**src/rtl/piso_serializer.sv**
```systemverilog
// piso_serializer: parallel-in / serial-out shifter with ready/valid handshake.
//
// A WIDTH-bit word is captured when ld=1 while idle and is streamed out MSB
// first, one bit per accepted handshake (ser_valid & ser_ready). After the last
// bit is accepted, done pulses for one cycle, then the block returns to idle.
//
// Ports
//   clk        in   1      rising-edge clock
//   reset      in   1      synchronous active-high reset
//   data_in    in   WIDTH  parallel word to serialize
//   ld         in   1      load request, honoured only while idle
//   ser_ready  in   1      downstream accepts the current bit
//   ser_out    out  1      current serial bit (0 when not valid)
//   ser_valid  out  1      ser_out holds a valid bit
//   busy       out  1      word in flight or completion being signalled
//   done       out  1      one-cycle pulse after the last bit is accepted
module piso_serializer #(
  parameter int WIDTH = 8
) (
  input  logic             clk,
  input  logic             reset,
  input  logic [WIDTH-1:0] data_in,
  input  logic             ld,
  input  logic             ser_ready,
  output logic             ser_out,
  output logic             ser_valid,
  output logic             busy,
  output logic             done
);

  localparam int CW = (WIDTH > 1) ? $clog2(WIDTH) : 1;
  localparam logic [CW-1:0] LAST = CW'(WIDTH - 1);

  typedef enum logic [1:0] {
    IDLE  = 2'd0,
    SHIFT = 2'd1,
    DONE  = 2'd2
  } state_t;

  state_t           r_state;
  state_t           w_state_nxt;
  logic [WIDTH-1:0] r_shift;
  logic [CW-1:0]    r_cnt;

  logic w_load;
  logic w_accept;
  logic w_last;

  assign w_load   = (r_state == IDLE) && ld;
  assign w_accept = (r_state == SHIFT) && ser_ready;
  assign w_last   = (r_cnt == LAST);

  // Next state and Moore outputs.
  always_comb begin
    w_state_nxt = r_state;
    ser_out     = 1'b0;
    ser_valid   = 1'b0;
    busy        = 1'b0;
    done        = 1'b0;
    case (r_state)
      IDLE: begin
        if (ld) w_state_nxt = SHIFT;
      end
      SHIFT: begin
        busy      = 1'b1;
        ser_valid = 1'b1;
        ser_out   = r_shift[WIDTH-1];
        if (ser_ready && w_last) w_state_nxt = DONE;
      end
      DONE: begin
        busy        = 1'b1;
        done        = 1'b1;
        w_state_nxt = IDLE;
      end
      default: begin
        w_state_nxt = IDLE;
      end
    endcase
  end

  always_ff @(posedge clk) begin
    if (reset) begin
      r_state <= IDLE;
      r_shift <= '0;
      r_cnt   <= '0;
    end else begin
      r_state <= w_state_nxt;
      if (w_load) begin
        r_shift <= data_in;
        r_cnt   <= '0;
      end else if (w_accept) begin
        r_shift <= {r_shift[WIDTH-2:0], 1'b0};
        // Saturate at the last index; the transition to DONE ends the word.
        if (!w_last) r_cnt <= r_cnt + CW'(1);
      end
    end
  end

endmodule
```
**config.mk**
```make
export PLATFORM = sky130hd
export DESIGN_NAME = piso_serializer
export DESIGN_NICKNAME = d
export VERILOG_FILES = /design/src/rtl/piso_serializer.sv
export SDC_FILE = /design/constraint.sdc
export NUM_CORES = 1
export LEC_CHECK = 0
export ABC_AREA = 1
export BUFFER_PORTS_ARGS = -buffer_cell sky130_fd_sc_hd__buf_2
export CORE_MARGIN = 2
export CORE_UTILIZATION = 35
export CTS_BUF_LIST = sky130_fd_sc_hd__clkbuf_8
export CTS_CLUSTER_DIAMETER = 60
export DETAILED_ROUTE_END_ITERATION = 12
export HOLD_SLACK_MARGIN = 0.02
export PLACE_DENSITY = 0.65
export SYNTH_ARGS = -nofsm -noshare
export SYNTH_HDL_FRONTEND = slang
export SYNTH_SLANG_ARGS = --single-unit
export TNS_END_PERCENT = 1
```
**constraint.sdc**
```tcl
create_clock -name clk -period 1.4 [get_ports clk]
set_input_delay 0.28 -clock clk [delete_from_list [all_inputs] [get_ports clk]]
set_output_delay 0.28 -clock clk [all_outputs]
set_load 0.03 [all_outputs]
```
After elaboration in Yosys (flattened, before gate mapping)
Cells that the tools add are included.
- flip-flop bits (word level): 13
- bits of input ports: 12
- add/subtract/negate cells: 1
- equal/unequal tests: 5
- multiplexer cells: 9
- bitwise operators: 1
- reduce and logical (&&, ||, !) cells: 9
- operator list (operator ; count):
    2-to-1 mux 8 bit ; 2
    2-to-1 mux 1 bit ; 4
    2-to-1 mux 2 bit ; 2
    one-hot mux 2 bit (2 select lines) ; 1
    AND reduction 2 bit ; 2
    OR reduction 2 bit ; 2
    adder 3 x 1 -> 3 bit, second input constant ; 1
    equality test 3 bit, second input constant ; 1
    logical AND 1 bit ; 3
    equality test 2 x 1 -> 1 bit, second input constant ; 1
    equality test 2 bit, second input constant ; 1
    logical NOT 2 bit ; 1
    inequality test 2 x 1 -> 1 bit, second input constant ; 1
    inequality test 2 bit, second input constant ; 1
    nonzero test 2 bit ; 1
    inverter 1 bit ; 1

Logic depth before layout (Yosys ltp)
Gate-level depths: netlist of run 1.
- depth after elaboration: 4
- gate-level depth with buffers: 9
- mapped depth without buffers: 7

Worst setup path after synthesis of run 1
No wires, ideal clock.
- path kind: reg-to-output
- start: reg r_state[1]
- end: out ser_out
- arrival time: 1.135 ns
- setup slack: -0.015 ns
- stages on the path, launching flop included: 5
- path buffers: 0
- cells stage by stage: dfxtp_1 inv_1 ha_1 nand2_1 inv_1
- longest elaborated chain between the ends: 2
- RTL lines (what ; line ; RTL):
    start: declaration ; 40 ; state_t r_state;
    start signal: assignment ; 87 ; r_state <= w_state_nxt;
    equality test 2 x 1 -> 1 bit ; 60 ; case (r_state)
    2-to-1 mux 1 bit ; 60 ;
    end: declaration ; 25 ; output logic ser_out,
No other way between the ends.

Worst setup path after layout of run 1
Ends and elaborated chain as after synthesis.

==> results of run 1 <==
-- metal layers --
layer / routed length [µm] / global-route usage (%) / vias to the layer above
li1: - / - / 362
met2: 901 / 26.4 / 11
met1: 725 / 15.8 / 326
met4: 31 / 6.76 / 0
met5: 0 / 0 / -
met3: 73 / 5.56 / 5
-- metrics by stage --
stage	setup slack (ps)	TNS (ps)
4_1_cts	0.301	0
3_5_place_dp	0.125	0
2_1_floorplan	116	0
3_3_place_gp	93.1	0
5_1_grt	-12.6	-12.6
6_report	40.0	0
-- logic make-up after synthesis --
| group | after synthesis | share of synthesized area, % |
|---|---|---|
| simple gates | 58 | 38.3 |
| compound gates | 13 | 9.66 |
| buf+inv | 10 | 8.86 |
| fa+ha+maj | 6 | 9.66 |
| flops | 13 | 33.5 |
-- synth_stat cells --
| library cell | number | area, µm² |
|---|---|---|
| dfxtp_1 | 13 | 260 |
| nand2_8 | 2 | 40.0 |
| nor2_1 | 4 | 15.0 |
| nor2_4 | 1 | 11.3 |
| nand3_1 | 17 | 85.1 |
| inv_1 | 6 | 22.5 |
| nand2_4 | 1 | 11.3 |
| a21boi_1 | 1 | 7.51 |
| nor2_2 | 1 | 6.26 |
| a21oi_2 | 2 | 17.5 |
| buf_12 | 1 | 20.0 |
| nand2_2 | 2 | 12.5 |
| clkbuf_1 | 1 | 3.75 |
| buf_6 | 2 | 22.5 |
| nand2_1 | 29 | 109 |
| o21ai_0 | 2 | 10.0 |
| ha_1 | 6 | 75.1 |
| nand3b_1 | 1 | 7.51 |
| a21oi_1 | 8 | 40.0 |
-- critical path: stages, from the launching register on --
cell and delay [ps]:
dfxtp_2 340, inv_4 80, ha_4 180, nand2_2 60, inv_2 50, buf_6 120
-- layout make-up --
class                           count  area share [%]
Clock inverter                      1           0.391
Inverter                            6            2.61
Timing Repair Buffer               17            10.7
Clock buffer                        3            4.30
Tap cell                           28            3.65
Multi-Input combinational cell     78            50.7
Sequential cell                    13            27.6
-- cell usage in the layout, fill, tap and decap left out, types with 3 or more instances in the layout --
| master | n |
|---|---|
| a21oi_1 | 8 |
| ha_1 | 4 |
| buf_2 | 13 |
| clkbuf_8 | 3 |
| inv_1 | 4 |
| nand3_1 | 17 |
| nor2_1 | 4 |
| nand2_2 | 3 |
| dfxtp_1 | 11 |
| nand2_1 | 28 |
-- flip-flops by register name, summed over array words and instances, names as in the netlist --
register / cells
r_shift: 8
r_cnt: 3
r_state: 2
-- path summary, 6_finish.rpt --
kind | end | from | slack [ps] | cells after the start
worst min-delay path | r_shift[0]$_SDFFE_PP0P_ | data_in[0] | 280 | 3
worst min register to register | r_shift[0]$_SDFFE_PP0P_ | r_shift[0]$_SDFFE_PP0P_ | 480 | 2
worst max register to register | r_cnt[2]$_SDFFE_PP0P_ | r_cnt[0]$_SDFFE_PP0P_ | 150 | 5
worst max-delay path | ser_out | r_state[1]$_SDFFE_PP0P_ | 40 | 5
-- timing repair --
| action | 4_1_cts | 5_1_grt |
|---|---|---|
| hold buffers | 0 | 0 |
| pin swaps | 0 | 2 |
| cloned | 0 | 1 |
| gates resized for setup | 8 | 7 |
| endpoints found under the setup margin | 4 | 9 |
| buffers inserted | 0 | 1 |
-- report_power, final --
part	switching, W	total (W)	internal (W)	leakage [nW]
clock network	0.000140	0.000334	0.000194	0.0269
registers	0.0000680	0.000533	0.000465	0.107
logic	0.000608	0.00101	0.000405	0.306
total	0.000816	0.00188	0.00106	0.440
==> run summary, run 1 <==
Pwr Density = 1960 nW/µm²
Sink Count = 13
Post-route DRC = 0
Register area = 265 µm²
Fillers = 231
Post-DR wirelength/cell = 11.9 µm
Vias/cell = 4.82
Die Wd = 51.1 µm
DRT Wirelength = 1.73 mm
Fin. max-slew vios = 0
Net count after synthesis = 118
Layout Skew = 1.20 ps
Max Fclk = 0.735 GHz
Post-synth cell types = 19
Max VDD drop = 0.852 mV
Register bit total from synthesis = 13
Gr usage total = 15.0%
Area of the multi-input gates = 487 µm²
Vias in the first global route = 667
Die Ht = 51.1 µm
RSZ-0062 raised after global routing = true
Leakage power = 0.440 nW
Synth Area per Inst = 7.77 µm²
Vias = 704
Worst Path Class, Setup = reg2out
Fin cells = 146
Cell Area, Synth = 777 µm²
Post-Synthesis Cells = 100
DP HPWL = 1.14 mm
Final Hold Fails = 0
Cell Rows = 17
Core area = 2150 µm²
PortBufs = 15
Period utilisation layout = 97.1%
Worst-margin pin slew = 275 ps
Final Power = 0.00188 W
GRT overflow = 0
Worst-path fanout max = 6
Clk slew on worst S/H paths = 50 ps
Final Setup Violations = 0
Post-Layout Inst Area = 960 µm²
Pin count of the biggest net entering global routing = 18
Starting Density = 36.2%
Die area = 2610 µm²
Type of origin of the critical path = register
TritonCTS clock tree = yes
IO Count = 16
Root Driver = clkbuf_8
CP arrival = 1080 ps
Global-route wire length before repair = 2.83 mm
Outcome = finished, final reports clean
Max cap viols = 0
DR pass1 iterations = 4
Initial antenna violation count = 0
Worst hold slack = 282 ps
Syn-to-layout area delta = 23.5%
Sequential share of the synthesized area = 33.5%
Min-delay worst type = in2reg
Dpl cells = 140
Placed cell areas = 851 µm²
Post-layout util = 44.7%
Clock Latency Late Sink = 240 ps
Routability cong. = 0.831
Htree depth = 1
DRT iter0 DRCs = 5
Final min period = 1360 ps
Net count, final = 137
Critical Path Sink Type = output port
Worst-case clock buffer depth = 2
CP Data Required Time = 1120 ps
Antenna fix cells = 0
Antenna Nets Post-Route = 0
Num CTS Buffers = 3
Ys Warns = 0
Layout cells sized above 1 = 32.2%
Worst slew margin = 81.6%
Power figures use the tool's default switching activity.
==> inputs of run 2 (changes only) <==
==> constraint.sdc (replaced) <==
create_clock -name clk -period 1.27 [get_ports clk]
set_input_delay 0.254 -clock clk [delete_from_list [all_inputs] [get_ports clk]]
set_output_delay 0.254 -clock clk [all_outputs]
set_load 0.03 [all_outputs]
==> run 2 against run 1 <==
  * The run now ends with setup timing left
  * Global-route usage shrank 0.42 points
  * Design area is 7.0% higher
  * Clock power rose by 6.3%
  * Sequential cell count unchanged
  * Critical path depth stayed put
  * Worst hold slack worse by 17 ps
  * Non-clock buffer count is 3 higher
  * Final cell count grew 1.4%
  * Register-to-register slack worse by 100 ps
  * Critical endpoint unchanged
  * Highest routed layer unchanged
==> run summary, run 2 (synthesis gave the netlist of run 1 again) <==
Worst slew margin = 82.6% (+0.91 points)
Worst-path fanout max = 4 (-2)
Max cap viols = 0 (unchanged)
Vias in the first global route = 681 (+2.1%)
Worst-margin pin slew = 262 ps (-13.6 ps)
Vias = 709 (+0.71%)
Root Driver = clkbuf_8
Die Ht = 51.1 µm (unchanged)
Htree depth = 1 (unchanged)
Hold_buf cts = 0 (unchanged)
CP arrival = 1070 ps (about the same)
Min-delay worst type = in2reg
CP Cell Sequence = buf_6, ha_4, nand2_2, inv_2, buf_6
Max reg flops = 8 (unchanged)
DRT iter0 DRCs = 10 (+5)
Clock Latency Late Sink = 240 ps (about the same)
Gr busiest metal = met2
Core area = 2150 µm² (unchanged)
Antenna fix cells = 0 (unchanged)
Slowest stage cell, crit path = dfxtp_2
Crit path max-delay family = flip-flops
R2R cell count = 7 (+2)
Post-DR wirelength/cell = 11.4 µm (-3.6%)
Fin. max-slew vios = 0 (unchanged)
Setup slack after layout = -57.5 ps (-97.5 ps)
Setup crit start = r_state[0]$_SDFFE_PP0P_
Final Setup Violations = 3 (+3)
DRT Wirelength = 1.69 mm (-2.3%)
Fin cells = 148 (+1.4%)
DP HPWL = 1.18 mm (+3.1%)
Routability cong. = 0.846 (+1.9%)
Gr usage total = 14.6% (-0.42 points)
Cell Rows = 17 (unchanged)
Dpl cells = 143 (+2.1%)
Worst-case clock buffer depth = 2 (unchanged)
Register area = 263 µm² (-0.94%)
Worst hold start = data_in[0]
Max Fclk = 0.753 GHz
Initial antenna violation count = 0 (unchanged)
WP buf/inv = 3 (unchanged)
Syn-to-layout area delta = 32.2%
Sink Count = 13 (unchanged)
RSZ-0062 raised after global routing = true
TritonCTS clock tree = yes
Commonest cells after routing, fill and taps aside = nand2_1 (26), nand3_1 (17), buf_2 (12)
Most flops, register = r_shift
Clk slew on worst S/H paths = 50 ps (about the same)
Area of the multi-input gates = 520 µm² (+6.9%)
Post-route DRC = 0 (unchanged)
Failing checks = setup timing
Vias/cell = 4.79 (-0.65%)
Hold Crit Depth = 3 (unchanged)
Top Registers = r_shift: 8 flops, r_cnt: 3 flops, r_state: 2 flops
Worst Path Class, Setup = reg2out
Outcome = finished, violations left
CP Data Required Time = 1020 ps (-100 ps)
Fillers = 217 (-6.1%)
Max VDD drop = 1.19 mV (+40%)
Met2 global-route usage = 24.0% (-2.4 points)
Layout cells sized above 1 = 39.2% (+7.0 points)
M3 GR Usage = 5.26% (-0.29 points)
DR pass1 iterations = 4 (unchanged)
Net count, final = 139 (+1.5%)
Commonest non-fill, non-tap cell in the layout = nand2_1
Die Wd = 51.1 µm (unchanged)
GRT overflow = 0 (unchanged)
Worst flop-to-flop path startpoint = r_state[0]$_SDFFE_PP0P_
Critical Path Sink Type = output port
Global-route wire length before repair = 2.88 mm (+1.7%)
M1 GR Usage = 17.6% (+1.8 points)
Num CTS Buffers = 3 (unchanged)
Pwr Density = 2140 nW/µm² (+9.2%)
CP Depth = 5 (unchanged)
Die area = 2610 µm² (unchanged)
PortBufs = 15 (unchanged)
Period utilisation layout = 105%
Layout Skew = 0.365 ps (-0.838 ps)
Final Hold Fails = 0 (unchanged)
Antenna Nets Post-Route = 0 (unchanged)
Starting Density = 36.2% (unchanged)
Max stage delay on crit path = 330 ps (about the same)
IO Count = 16 (unchanged)
Leakage power = 0.440 nW (+0.11%)
Final min period = 1330 ps
CP most frequent cell = buf_6
Type of origin of the critical path = register
Pin count of the biggest net entering global routing = 18 (unchanged)
Post-layout util = 47.8% (+3.1 points)
run 2: changes by cell type in the layout (fill, tap and decap cells not counted), sizes merged:
cell | previous run | this run
buf | 17 | 20
nand2 | 35 | 34
run 2: where the power goes:
group / internal (W) / total (W) / switching, W / leakage, nW
Combinational: 0.000546 / 0.00127 / 0.000724 / 0.306
Clock: 0.000213 / 0.000355 / 0.000142 / 0.0269
Sequential: 0.000506 / 0.000572 / 0.0000665 / 0.107
Total: 0.00127 / 0.00220 / 0.000933 / 0.440
run 2: per-stage QoR:
step	hold WS (ps)	TNS (ps)	power, W	worst slack [ps]	cell area, µm²
after floorplan	401	0	0.00140	12.4	779
after global placement	471	0	0.00154	2.70	873
after detailed placement	477	-257	0.00156	-47.6	873
after CTS	263	-96.2	0.00214	-61.1	990
after global routing	277	-273	0.00237	-92.2	1030
final	265	-73.6	0.00220	-57.5	1030
run 2: worst reg2reg max path, stage by stage, from the launching register on:
cell and delay [ps]:
dfxtp_2 330, buf_6 120, ha_4 160, buf_4 160
nand2_8 110, nand2_8 80, nand2_1 100, a21oi_2 50
run 2: path summary, 6_finish.rpt:
path | to | slack, ps
worst max-delay path | ser_out | -60
worst min-delay path | r_shift[0]$_SDFFE_PP0P_ | 260
worst max register to register | r_shift[4]$_SDFFE_PP0P_ | 50
worst min register to register | r_shift[1]$_SDFFE_PP0P_ | 480
run 2: per-layer routing:
metal / part of all wire (%) / wire, µm / vias up
li1: - / - / 366
met3: 5.4 / 91 / 2
met2: 52 / 882 / 18
met5: 0 / 0 / -
met1: 41 / 696 / 323
met4: 1.2 / 21 / 0
run 2: what timing repair did:
action,in CTS,in global routing
setup buffers,1,0
pin swaps,3,0
setup endpoints to repair,13,16
resized for setup,16,12
run 2: area by class of cell:
cell class              instances  area share [%]
inverters                       6            2.44
flip-flops and latches         13            25.6
multi-input cells              77            50.7
clock inverters                 1           0.365
repair buffers                 20            13.5
clock buffers                   3            4.02
well taps                      28            3.41
